[config.mk]
export PLATFORM = sky130hd
export DESIGN_NAME = switch_button_peripheral
export DESIGN_NICKNAME = d
export VERILOG_FILES = /design/src/rtl/switch_button_peripheral.sv
export SDC_FILE = /design/constraint.sdc
export NUM_CORES = 1
export LEC_CHECK = 0
export ABC_AREA = 0
export CAP_MARGIN = 20
export CORE_UTILIZATION = 60
export DETAILED_ROUTE_END_ITERATION = 8
export PLACE_DENSITY = 0.77
export SYNTH_ARGS = -nofsm -noshare
export SYNTH_HDL_FRONTEND = slang
export SYNTH_SLANG_ARGS = --single-unit
[constraint.sdc]
create_clock -name clk -period 2.8 [get_ports clk]
set_clock_uncertainty 0.15 [all_clocks]
set_input_delay 0.56 -clock clk [delete_from_list [all_inputs] [get_ports clk]]
set_output_delay 0.56 -clock clk [all_outputs]
set_load 0.01 [all_outputs]
[src/rtl/switch_button_peripheral.sv]
// Basys3 board-input peripheral: synchronises and debounces 16 switches and 5 buttons,
// latches button presses for a level interrupt, and serves everything on an 8-bit read port.
module switch_button_peripheral #(
  parameter int DEBOUNCE_CYCLES = 1000000
) (
  input  logic        clk,
  input  logic        rst,
  input  logic [15:0] sw,
  input  logic [4:0]  btn,
  input  logic        read_enable,
  input  logic [7:0]  read_address,
  output logic [7:0]  read_data,
  output logic        read_valid,
  output logic        btn_irq
);

  localparam int N = 21;
  localparam int CW = (DEBOUNCE_CYCLES > 2) ? $clog2(DEBOUNCE_CYCLES) : 1;
  localparam logic [CW-1:0] LAST = CW'(DEBOUNCE_CYCLES - 1);
  localparam logic [7:0] ID = 8'hB3;

  logic [N-1:0]  raw;
  logic [N-1:0]  s1;
  logic [N-1:0]  s2;
  logic [N-1:0]  stable;
  logic [N-1:0]  stable_next;
  logic [CW-1:0] cnt      [N];
  logic [CW-1:0] cnt_next [N];
  logic [4:0]    press_latch;
  logic [4:0]    latch_next;
  logic [4:0]    rise;
  logic [7:0]    read_mux;

  // Buttons occupy the top five bits so one debounce loop covers every input.
  assign raw = {btn, sw};

  // Any cycle of agreement restarts the count, so only a full run of disagreement flips a bit.
  always_comb begin
    stable_next = stable;
    for (int i = 0; i < N; i++) begin
      cnt_next[i] = '0;
      if (s2[i] != stable[i]) begin
        if (cnt[i] == LAST) begin
          stable_next[i] = s2[i];
        end else begin
          cnt_next[i] = cnt[i] + CW'(1);
        end
      end
    end
  end

  always_comb begin
    read_mux = 8'h00;
    case (read_address)
      8'h00:   read_mux = stable[7:0];
      8'h01:   read_mux = stable[15:8];
      8'h02:   read_mux = {3'b000, stable[20:16]};
      8'h03:   read_mux = {3'b000, press_latch};
      8'h04:   read_mux = ID;
      default: read_mux = 8'h00;
    endcase
  end

  // A press arriving on the clearing edge is OR-ed in after the clear, so set wins.
  assign rise = stable_next[20:16] & ~stable[20:16];

  always_comb begin
    latch_next = press_latch;
    if (read_enable && (read_address == 8'h03)) begin
      latch_next = '0;
    end
    latch_next = latch_next | rise;
  end

  always_ff @(posedge clk) begin
    if (rst) begin
      s1          <= '0;
      s2          <= '0;
      stable      <= '0;
      press_latch <= '0;
      read_data   <= '0;
      read_valid  <= 1'b0;
      for (int i = 0; i < N; i++) begin
        cnt[i] <= '0;
      end
    end else begin
      s1          <= raw;
      s2          <= s1;
      stable      <= stable_next;
      press_latch <= latch_next;
      read_valid  <= read_enable;
      if (read_enable) begin
        read_data <= read_mux;
      end
      for (int i = 0; i < N; i++) begin
        cnt[i] <= cnt_next[i];
      end
    end
  end

  assign btn_irq = |press_latch;

endmodule

==> impl_metrics.py, run 1 <==
metrics = {
    "route": {
        "num_vias": 17800,
        "firstDrtPassIters": 5,
        "avgRoutedWirePerCell_um": 14.3,
        "viasPerCell": 5.80,
        "route.detailed.drc": 0,
        "wirelength_um": 43900,
        "ant_nets": 0,
        "drt_iter0_drc": 873,
    },
    "hold_path": {
        "min_from": "rst",
        "hp-class": "input pin to register",
    },
    "setup_path": {
        "crit_buf_inv": 1,
        "critPathCaptureType": "primary output",
        "critical_path.max_fanout": 3,
        "crit_required_ns": 2.09,
        "cpPeakStageDelay_ns": 0.54,
        "crit_family": "buffers and inverters",
        "r2r-start": "cnt[1][80]$_SDFF_PP0_",
        "crit_chain": "nor3_1 > nand2_1 > clkdlybuf4s50_1",
        "startpoint_type": "register",
        "critPathArrivalTime_ns": 1.71,
        "critPathLaunch": "press_latch[0]$_SDFF_PP0_",
        "crit_path_top_delay_cell": "clkdlybuf4s50_1",
        "path_class": "register to primary output",
    },
    "global_routing": {
        "grt_max_degree": 40,
        "grt_pass1_wl_um": 75500,
        "grt_pass1_vias": 16800,
        "grt_overflow": 0,
        "grtUsageTotal": 0.233,
        "antenna_found_initial": 1,
    },
    "logic_synthesis": {
        "synth.area.top_cells": "dfxtp_1 45%, xnor2_1 7.2%, nor2_1 5.7%",
        "synth_mux_area_frac": 0.00541,
        "synth-compound-area-share": 0.0934,
        "synthCells": 2534,
        "yosys_warnings": 0,
        "syn_nets": 2587,
        "async_flop_share": 0,
        "ys_seq_area_frac": 0.453,
        "synth.distinct_cells": 59,
        "synth_area_um2": 22000,
        "yosys.area_share.simple": 0.298,
        "synth_top_area_frac": 0.453,
        "ys.flop_type": "dfxtp_1",
        "synth-edff-count": 0,
        "ys_ff_latch": 497,
        "synth_top_family_by_area": "simple AND/OR/NAND/NOR gates",
        "post_synth.cell_area_avg_um2": 8.67,
        "synth_top_cell_by_area": "dfxtp_1",
        "synth_xor_area_frac": 0.105,
        "synth_adder_area_share": 0.0120,
    },
    "power_and_ir_drop": {
        "internal_power_w": 0.0117,
        "power_frac_clock": 0.496,
        "finalPower_w": 0.0146,
        "pwr-share-seq": 0.488,
        "power.density_nw_per_um2": 593,
        "switching_share": 0.202,
        "combPwrFrac": 0.016,
        "p_switching_w": 0.00295,
        "power_leakage_nw": 7.17,
        "peakVddDrop_v": 0.000530,
    },
    "clocking": {
        "cts_buffer_depth": 3,
        "cts_buffers": 50,
        "cts_setup_buffers": 0,
        "cts-resized-gates": 0,
        "cts_tree": "built",
        "cts_htree_levels": 2,
        "clock_latency_ns": 0.59,
        "cts-hold-fix-buffers": 0,
        "clock-sinks": 497,
        "clk_pin_slew_ns": 0.06,
        "cts-root-buf": "clkbuf_16",
    },
    "timing": {
        "setup_viol": 0,
        "period_share": 0.863,
        "slew_violations": 0,
        "rsz0062_at_grt": "false",
        "min_period_ns": 2.42,
        "final.setup.tns_ns": 0,
        "max_slew_margin": 0.480,
        "worst_pin_slew_ns": 0.779,
        "hold_viol_final": 0,
        "fmax_mhz": 414,
    },
    "cells_and_area": {
        "syn2layout_area_growth_pct": 12.1,
        "n_antenna_cell": 0,
        "drive_gt1_frac": 0.0631,
        "nNetsFinal": 2625,
    },
    "floorplan": {
        "floorplan.die_area_um2": 37400,
        "design.core.area_um2": 35800,
        "die_w_um": 193,
        "num_rows": 69,
        "die_height_um": 193,
        "start_util": 0.613,
        "io_pins": 42,
    },
    "job": {
        "max_cap_viol_count": 0,
    },
    "placement": {
        "dp_hpwl_um": 29700,
        "place.port_buffers": 41,
        "gp_congestion": 0.835,
    },
    "run_status": {
        "status": "finished, final reports clean",
    },
}
-- kinds of logic after synthesis --
kind of cell | count (synthesis)
muxes | 9
adders and majority gates | 21
xor gates and xnor gates | 264
buffers and inverters | 178
DFF | 497
AOI/OAI and AO/OA | 349
and+or+nand+nor | 1216
-- power groups by stage --
stage	registers, W	clock network [W]	logic, W
final	0.00713	0.00725	0.000232
after global routing	0.00713	0.00772	0.000257
after CTS	0.00713	0.00739	0.000235
after detailed placement	0.00729	0	0.000233
after global placement	0.00729	0	0.000228
after floorplan	0.00729	0	0.000130
-- cell type report --
| cell class | count | area (µm²) |
|---|---|---|
| clock buffer | 71 | 1530 |
| clock inverter | 23 | 294 |
| fill | 2791 | 11200 |
| inverter | 97 | 364 |
| multi-input combinational | 1859 | 11300 |
| sequential | 497 | 9950 |
| tap | 461 | 577 |
| timing repair buffer | 67 | 616 |
-- worst register-to-register path, stage by stage (launching register included) --
cell and delay, ns:
dfxtp_1 0.36, ha_1 0.29, nand4_1 0.15, or4_1 0.66
or4_1 0.51, a21oi_1 0.16
-- cells in the mapped netlist, types with 4 or more instances --
library cell	instances
a31o_2	4
or2_2	12
mux2i_1	4
nand2_1	132
nor3b_1	7
a21oi_1	154
nor2b_1	44
nand3_1	166
nor2_1	332
clkbuf_1	55
and4_1	24
o31ai_1	55
nand4_1	77
ha_1	21
and2_1	12
dfxtp_1	497
xnor2_1	180
o21ai_1	14
o21ba_2	4
nand2b_1	11
inv_1	97
or3_1	91
o21ai_0	93
nor4_1	51
buf_2	20
or4b_2	6
nand4b_1	10
xor2_1	84
nor3_1	68
or4_1	90
or4b_1	16
o41ai_1	5
and3_1	32
nor4b_1	13
or4_4	4
-- layer usage --
| layer | routed length, µm | vias to the layer above | track usage |
|---|---|---|---|
| met5 | 13 | - | 0 |
| met4 | 1070 | 2 | 0.0788 |
| met3 | 1890 | 79 | 0.0432 |
| met2 | 20700 | 277 | 0.397 |
| met1 | 20200 | 8354 | 0.296 |
| li1 | - | 9116 | - |
-- state kept, by name (all words and copies together), names as in the netlist --
register	cells
read_valid	1
stable	21
s1	21
cnt	420
s2	21
read_data	8
press_latch	5
-- per-stage QoR --
stage	area, µm²	hold slack (ns)	utilization	std cells	worst slack [ns]
after floorplan	22000	0.264	-	2534	0.533
after global routing	24600	0.239	0.688	3075	0.239
final	24600	0.245	0.688	3075	0.384
after CTS	24600	0.221	0.688	3075	0.346
after detailed placement	22800	0.279	0.637	2981	0.0781
after global placement	22800	0.270	0.637	2981	0.185
-- cell usage in the layout, fill, tap and decap left out, drive strengths merged, types with 27 or more instances in the layout --
cell type / netlist / final
or3: 91 / 91
nand3: 169 / 169
dfxtp: 497 / 497
nand2: 132 / 132
xnor2: 180 / 180
nor4: 51 / 51
nor2: 332 / 332
clkbuf: 56 / 71
and3: 32 / 32
or4: 94 / 94
o31ai: 56 / 56
nor3: 69 / 69
o21ai: 110 / 110
clkdlybuf4s50: 0 / 40
a21oi: 154 / 154
buf: 25 / 27
inv: 97 / 97
nor2b: 44 / 44
xor2: 84 / 84
nand4: 78 / 78
-- path summary, 6_finish.rpt --
kind | to | slack, ns | cells past startpoint
setup / recovery | btn_irq | 0.38 | 3
hold / removal | s1[7]$_SDFF_PP0_ | 0.24 | 2
setup reg to reg | cnt[1][98]$_SDFF_PP0_ | 0.45 | 5
hold reg to reg | s2[16]$_SDFF_PP0_ | 0.29 | 1
No activity file was read; power rests on OpenSTA's default activity.
==> run 2, diff against run 1 <==
--- a/config.mk
+++ b/config.mk
@@ -7,9 +7,12 @@
 export LEC_CHECK = 0
 export ABC_AREA = 0
 export CAP_MARGIN = 20
-export CORE_UTILIZATION = 60
+export CELL_PAD_IN_SITES_DETAIL_PLACEMENT = 1
+export CELL_PAD_IN_SITES_GLOBAL_PLACEMENT = 1
+export CORE_UTILIZATION = 48
 export DETAILED_ROUTE_END_ITERATION = 8
-export PLACE_DENSITY = 0.77
+export PLACE_DENSITY_LB_ADDON = 0.1
 export SYNTH_ARGS = -nofsm -noshare
 export SYNTH_HDL_FRONTEND = slang
 export SYNTH_SLANG_ARGS = --single-unit
+export TNS_END_PERCENT = 50
==> run 2 against run 1 <==
- highest routed layer unchanged
- clock-buffer cell count up 7
- worst hold slack improved by 0.030 ns
- critical path depth increased by 2
- fmax down 2.7%
- design area increased by 1.3%
- setup slack worse by 0.067 ns
- sequential share of layout area shrank 0.50 points
- final cell count is 4.8% higher
- total power increased by 2.5%
- die area increased by 25%
- utilization down 14 points
==> impl_metrics.py, run 2 (synthesis gave the netlist of run 1 again) <==
metrics = {
    "floorplan": {
        "start_util": 0.485,
        "num_rows": 78,
        "die_w_um": 216,
        "design.core.area_um2": 45300,
        "die_height_um": 216,
        "io_pins": 42,
        "floorplan.die_area_um2": 46600,
    },
    "placement": {
        "dp_hpwl_um": 35800,
        "gp_congestion": 0.777,
        "place.port_buffers": 41,
        "dp_slack_ns": 0.123,
    },
    "clocking": {
        "cts_buffers": 55,
        "clock-sinks": 497,
        "clk_pin_slew_ns": 0.06,
        "cts-hold-fix-buffers": 0,
        "cts-resized-gates": 0,
        "cts-root-buf": "clkbuf_16",
        "cts_buffer_depth": 3,
        "cts_tree": "built",
        "clock_latency_ns": 0.60,
        "cts_htree_levels": 2,
        "cts_setup_buffers": 0,
    },
    "setup_path": {
        "crit_required_ns": 3.13,
        "path_class": "register to register",
        "startpoint_type": "register",
        "critPathArrivalTime_ns": 2.81,
        "critPathCaptureType": "register",
        "critical_path.max_fanout": 8,
    },
    "power_and_ir_drop": {
        "finalPower_w": 0.0150,
        "power.density_nw_per_um2": 600,
        "peakVddDrop_v": 0.000444,
        "power_leakage_nw": 7.23,
    },
    "job": {
        "max_cap_viol_count": 0,
    },
    "timing": {
        "hold_viol_final": 0,
        "final.setup.tns_ns": 0,
        "fmax_mhz": 403,
        "final.setup.worst_slack_ns": 0.317,
        "min_period_ns": 2.48,
        "setup_viol": 0,
        "hold_slack_ns": 0.275,
        "rsz0062_at_grt": "false",
        "max_slew_margin": 0.531,
        "period_share": 0.887,
        "slew_violations": 0,
        "worst_pin_slew_ns": 0.696,
    },
    "route": {
        "firstDrtPassIters": 4,
        "num_vias": 18200,
        "viasPerCell": 5.65,
        "wirelength_um": 51900,
        "drt_iter0_drc": 754,
        "ant_nets": 0,
        "avgRoutedWirePerCell_um": 16.1,
        "route.detailed.drc": 0,
    },
    "cells_and_area": {
        "fill_cells": 5295,
        "largest_register_ffs": 420,
        "postLayoutCoreUtil": 0.551,
        "mostFrequentLayoutCells": "497 x dfxtp_1, 332 x nor2_1, 180 x xnor2_1, 166 x nand3_1, 154 x a21oi_1",
        "syn2layout_area_growth_pct": 13.5,
        "largest_register": "cnt",
        "regArea_um2": 9950,
        "multiInputGateArea_um2": 11300,
        "drive_gt1_frac": 0.0652,
        "n_antenna_cell": 0,
        "final_common_cell": "dfxtp_1",
        "nNetsFinal": 2637,
    },
    "run_status": {
        "status": "finished, final reports clean",
    },
    "hold_path": {
        "hp-class": "input pin to register",
    },
    "global_routing": {
        "grtUsageTotal": 0.226,
        "grt_pass1_wl_um": 89900,
        "antenna_found_initial": 1,
        "grt_max_degree": 32,
        "grt_pass1_vias": 18900,
        "grt_overflow": 0,
    },
}
[run 2: path summary, 6_finish.rpt]
check	startpoint	endpoint	slack (ns)	depth (start not counted)
min	rst	s1[19]$_SDFF_PP0_	0.27	2
max reg2reg	cnt[2][69]$_SDFF_PP0_	cnt[2][77]$_SDFF_PP0_	0.32	5
max	cnt[2][69]$_SDFF_PP0_	cnt[2][77]$_SDFF_PP0_	0.32	5
min reg2reg	s1[10]$_SDFF_PP0_	s2[10]$_SDFF_PP0_	0.29	1
[run 2: metrics by stage]
step | std cells | instance area, µm²
after floorplan | 2534 | 22000
after global placement | 3127 | 23000
after detailed placement | 3127 | 23000
after CTS | 3224 | 24900
after global routing | 3224 | 24900
final | 3224 | 24900
[run 2: critical path, cell delays in order (launching register included)]
cell and delay [ns]:
dfxtp_1 0.44, or4b_1 0.45, or4_4 0.52, o21ai_1 0.47
buf_4 0.27, a21oi_1 0.05
[run 2: cell type report]
type,count,share of cell area
clock buffers,78,0.0656
clock inverters,19,0.0110
inverters,97,0.0146
multi-input cells,1859,0.453
flip-flops and latches,497,0.399
well taps,600,0.0301
repair buffers,74,0.0268
[run 2: layer usage]
layer,up-vias,wire (µm),global-route usage,part of all wire
li1,9107,-,-,-
met2,139,25900,0.407,0.50
met3,72,1240,0.0310,0.024
met5,-,11,0,0.00021
met1,8894,23700,0.278,0.46
met4,2,1060,0.0676,0.020
[run 2: report_power, final]
part | internal, W | switching [W] | leakage, nW
registers | 0.00711 | 0.0000277 | 4.01
logic | 0.000108 | 0.000133 | 2.27
clock network | 0.00467 | 0.00292 | 0.944
total | 0.0119 | 0.00308 | 7.23
==> run 3, diff against run 2 <==
--- a/config.mk
+++ b/config.mk
@@ -10,6 +10,7 @@
 export CELL_PAD_IN_SITES_DETAIL_PLACEMENT = 1
 export CELL_PAD_IN_SITES_GLOBAL_PLACEMENT = 1
 export CORE_UTILIZATION = 48
+export CTS_CLUSTER_DIAMETER = 100
 export DETAILED_ROUTE_END_ITERATION = 8
 export PLACE_DENSITY_LB_ADDON = 0.1
 export SYNTH_ARGS = -nofsm -noshare
==> results of run 3 <==
The final DEF is identical to that of run 2; final timing and power are the same.
==> RTL edit, RTL diff (config.mk and constraints of run 1) <==
`DEBOUNCE_CYCLES`: 1000000 -> 2000000.
--- a/src/rtl/switch_button_peripheral.sv
+++ b/src/rtl/switch_button_peripheral.sv
@@ -1,7 +1,7 @@
 // Basys3 board-input peripheral: synchronises and debounces 16 switches and 5 buttons,
 // latches button presses for a level interrupt, and serves everything on an 8-bit read port.
 module switch_button_peripheral #(
-  parameter int DEBOUNCE_CYCLES = 1000000
+  parameter int DEBOUNCE_CYCLES = 2000000
 ) (
   input  logic        clk,
   input  logic        rst,
Check against the original RTL: not settled (the Yosys comparison gave no result); the edit may change what the design does.
==> RTL edit against run 1 <==
First-iteration DRC count rose by 5.7%; synthesized area rose by 4.0%; sequential cell count rose by 21; routed wire length rose by 6.2%; design area rose by 3.4%; setup slack got worse by 0.091 ns; clock power fell by 5.1%; power fell by 0.46%; critical path type unchanged.
==> RTL edit: results (changes against run 1) <==
* Run status: complete, no violations (unchanged)
* Placed Area at 23800 µm² (was 22800 µm²)
* P_sw at 3.01 mW (was 2.95 mW)
* Min-delay worst type: reg2reg (was in2reg)
* GPL Wtd Cong at 0.837 (was 0.835)
* Critical path arrival at 1.80 ns (was 1.71 ns)
* Fill count at 3061 (was 2791)
* Tot GR Track Use at 24.1% (was 23.3%)
* Largest net degree at the start of global routing at 91 (was 40)
* Post-synth cell types at 57 (was 59)
* Reg2reg setup slack at 0.50 ns (was 0.45 ns)
* Routed wire per std cell at 14.5 µm (was 14.3 µm)
* Detailed Route Iter0 Violations at 923 (was 873)
* Post-synth top cells: 518 x dfxtp_1, 309 x nor2_1, 177 x a21oi_1, 172 x nand3_1, 165 x xor2_1 (was 497 x dfxtp_1, 332 x nor2_1, 180 x xnor2_1, 166 x nand3_1, 154 x a21oi_1)
* Worst Reg-to-Reg Cells at 6 (was 5)
* Top cells by area, synth: dfxtp_1 45%, xor2_1 6.3%, nor2_1 5.1% (was dfxtp_1 45%, xnor2_1 7.2%, nor2_1 5.7%)
* Nets at 2712 (was 2625)
* Hpwl dp at 31800 µm (was 29700 µm)
* Xor/xnor share of the synthesized area at 10.0% (was 10.5%)
* Mux cell area share after synthesis at 0.504% (was 0.541%)
* Number of buffers created by CTS at 53 (was 50)
* Post-synthesis compound-gate area fraction at 9.85% (was 9.34%)
* Adder-cell share of the synthesized area at 1.15% (was 1.20%)
* Mapped Nets at 2688 (was 2587)
* Worst flop-to-flop path endpoint: cnt[0][75] (was cnt[1][98])
* Finished Layout Cells at 3211 (was 3075)
* Worst slew pin tran at 0.673 ns (was 0.779 ns)
## RTL edit: cell families (layout without fill, tap and decap cells)
| kind of cell | Yosys count | count (layout) |
|---|---|---|
| fa+ha+maj | 21 | 21 |
| xor+xnor | 262 | 262 |
| compound gates | 396 | 396 |
| buf+inv | 178 | 243 |
| mux | 9 | 9 |
| simple gates | 1251 | 1251 |
| flops | 518 | 518 |
## RTL edit: power groups by stage
stage	registers, mW	logic (mW)	clock network (mW)
6_report	7.44	0.234	6.88
5_1_grt	7.43	0.257	7.34
4_1_cts	7.43	0.236	7.04
3_5_place_dp	7.60	0.234	0
3_3_place_gp	7.60	0.230	0
2_1_floorplan	7.59	0.128	0
## RTL edit: worst min-delay path by stage
| stage | slack (ns) | startpoint | end | depth (start not counted) |
|---|---|---|---|---|
| after floorplan | 0.26 | cnt[0][0] | cnt[0][0] | 1 |
| after global placement | 0.27 | s1[7] | s2[7] | 1 |
| after detailed placement | 0.27 | s1[7] | s2[7] | 1 |
| after CTS | 0.28 | s1[2] | s2[2] | 1 |
| after global routing | 0.30 | s1[16] | s2[16] | 1 |
| final | 0.28 | s1[2] | s2[2] | 1 |
## RTL edit: worst reg2reg max path: cells and delay by family, from the launching register on
kind / cells / cell delay [ns]
fa+ha+maj: 1 / 0.24
simple gates: 3 / 0.55
buf+inv: 1 / 0.30
flops: 1 / 0.38
compound gates: 1 / 0.58
## RTL edit: per-layer routing
layer / vias up / wire [µm] / track usage [%]
met1: 8860 / 21500 / 29.8
met5: - / 12 / 0
met3: 75 / 1470 / 3.23
met2: 272 / 22600 / 43.0
met4: 2 / 1020 / 8.18
li1: 9495 / - / -
## RTL edit: cell type report
type,count,share of cell area (%)
Clock buffer,78,6.13
Sequential cell,518,40.7
Inverter,72,1.06
Timing Repair Buffer,75,2.65
Clock inverter,18,0.599
Multi-Input combinational cell,1939,46.3
Tap cell,511,2.51
## RTL edit: metrics by stage
stage	setup slack [ns]	utilization, %
3_5_place_dp	0.120	63.2
2_1_floorplan	0.580	-
3_3_place_gp	0.126	63.2
5_1_grt	0.271	67.8
6_report	0.293	67.8
4_1_cts	0.286	67.8
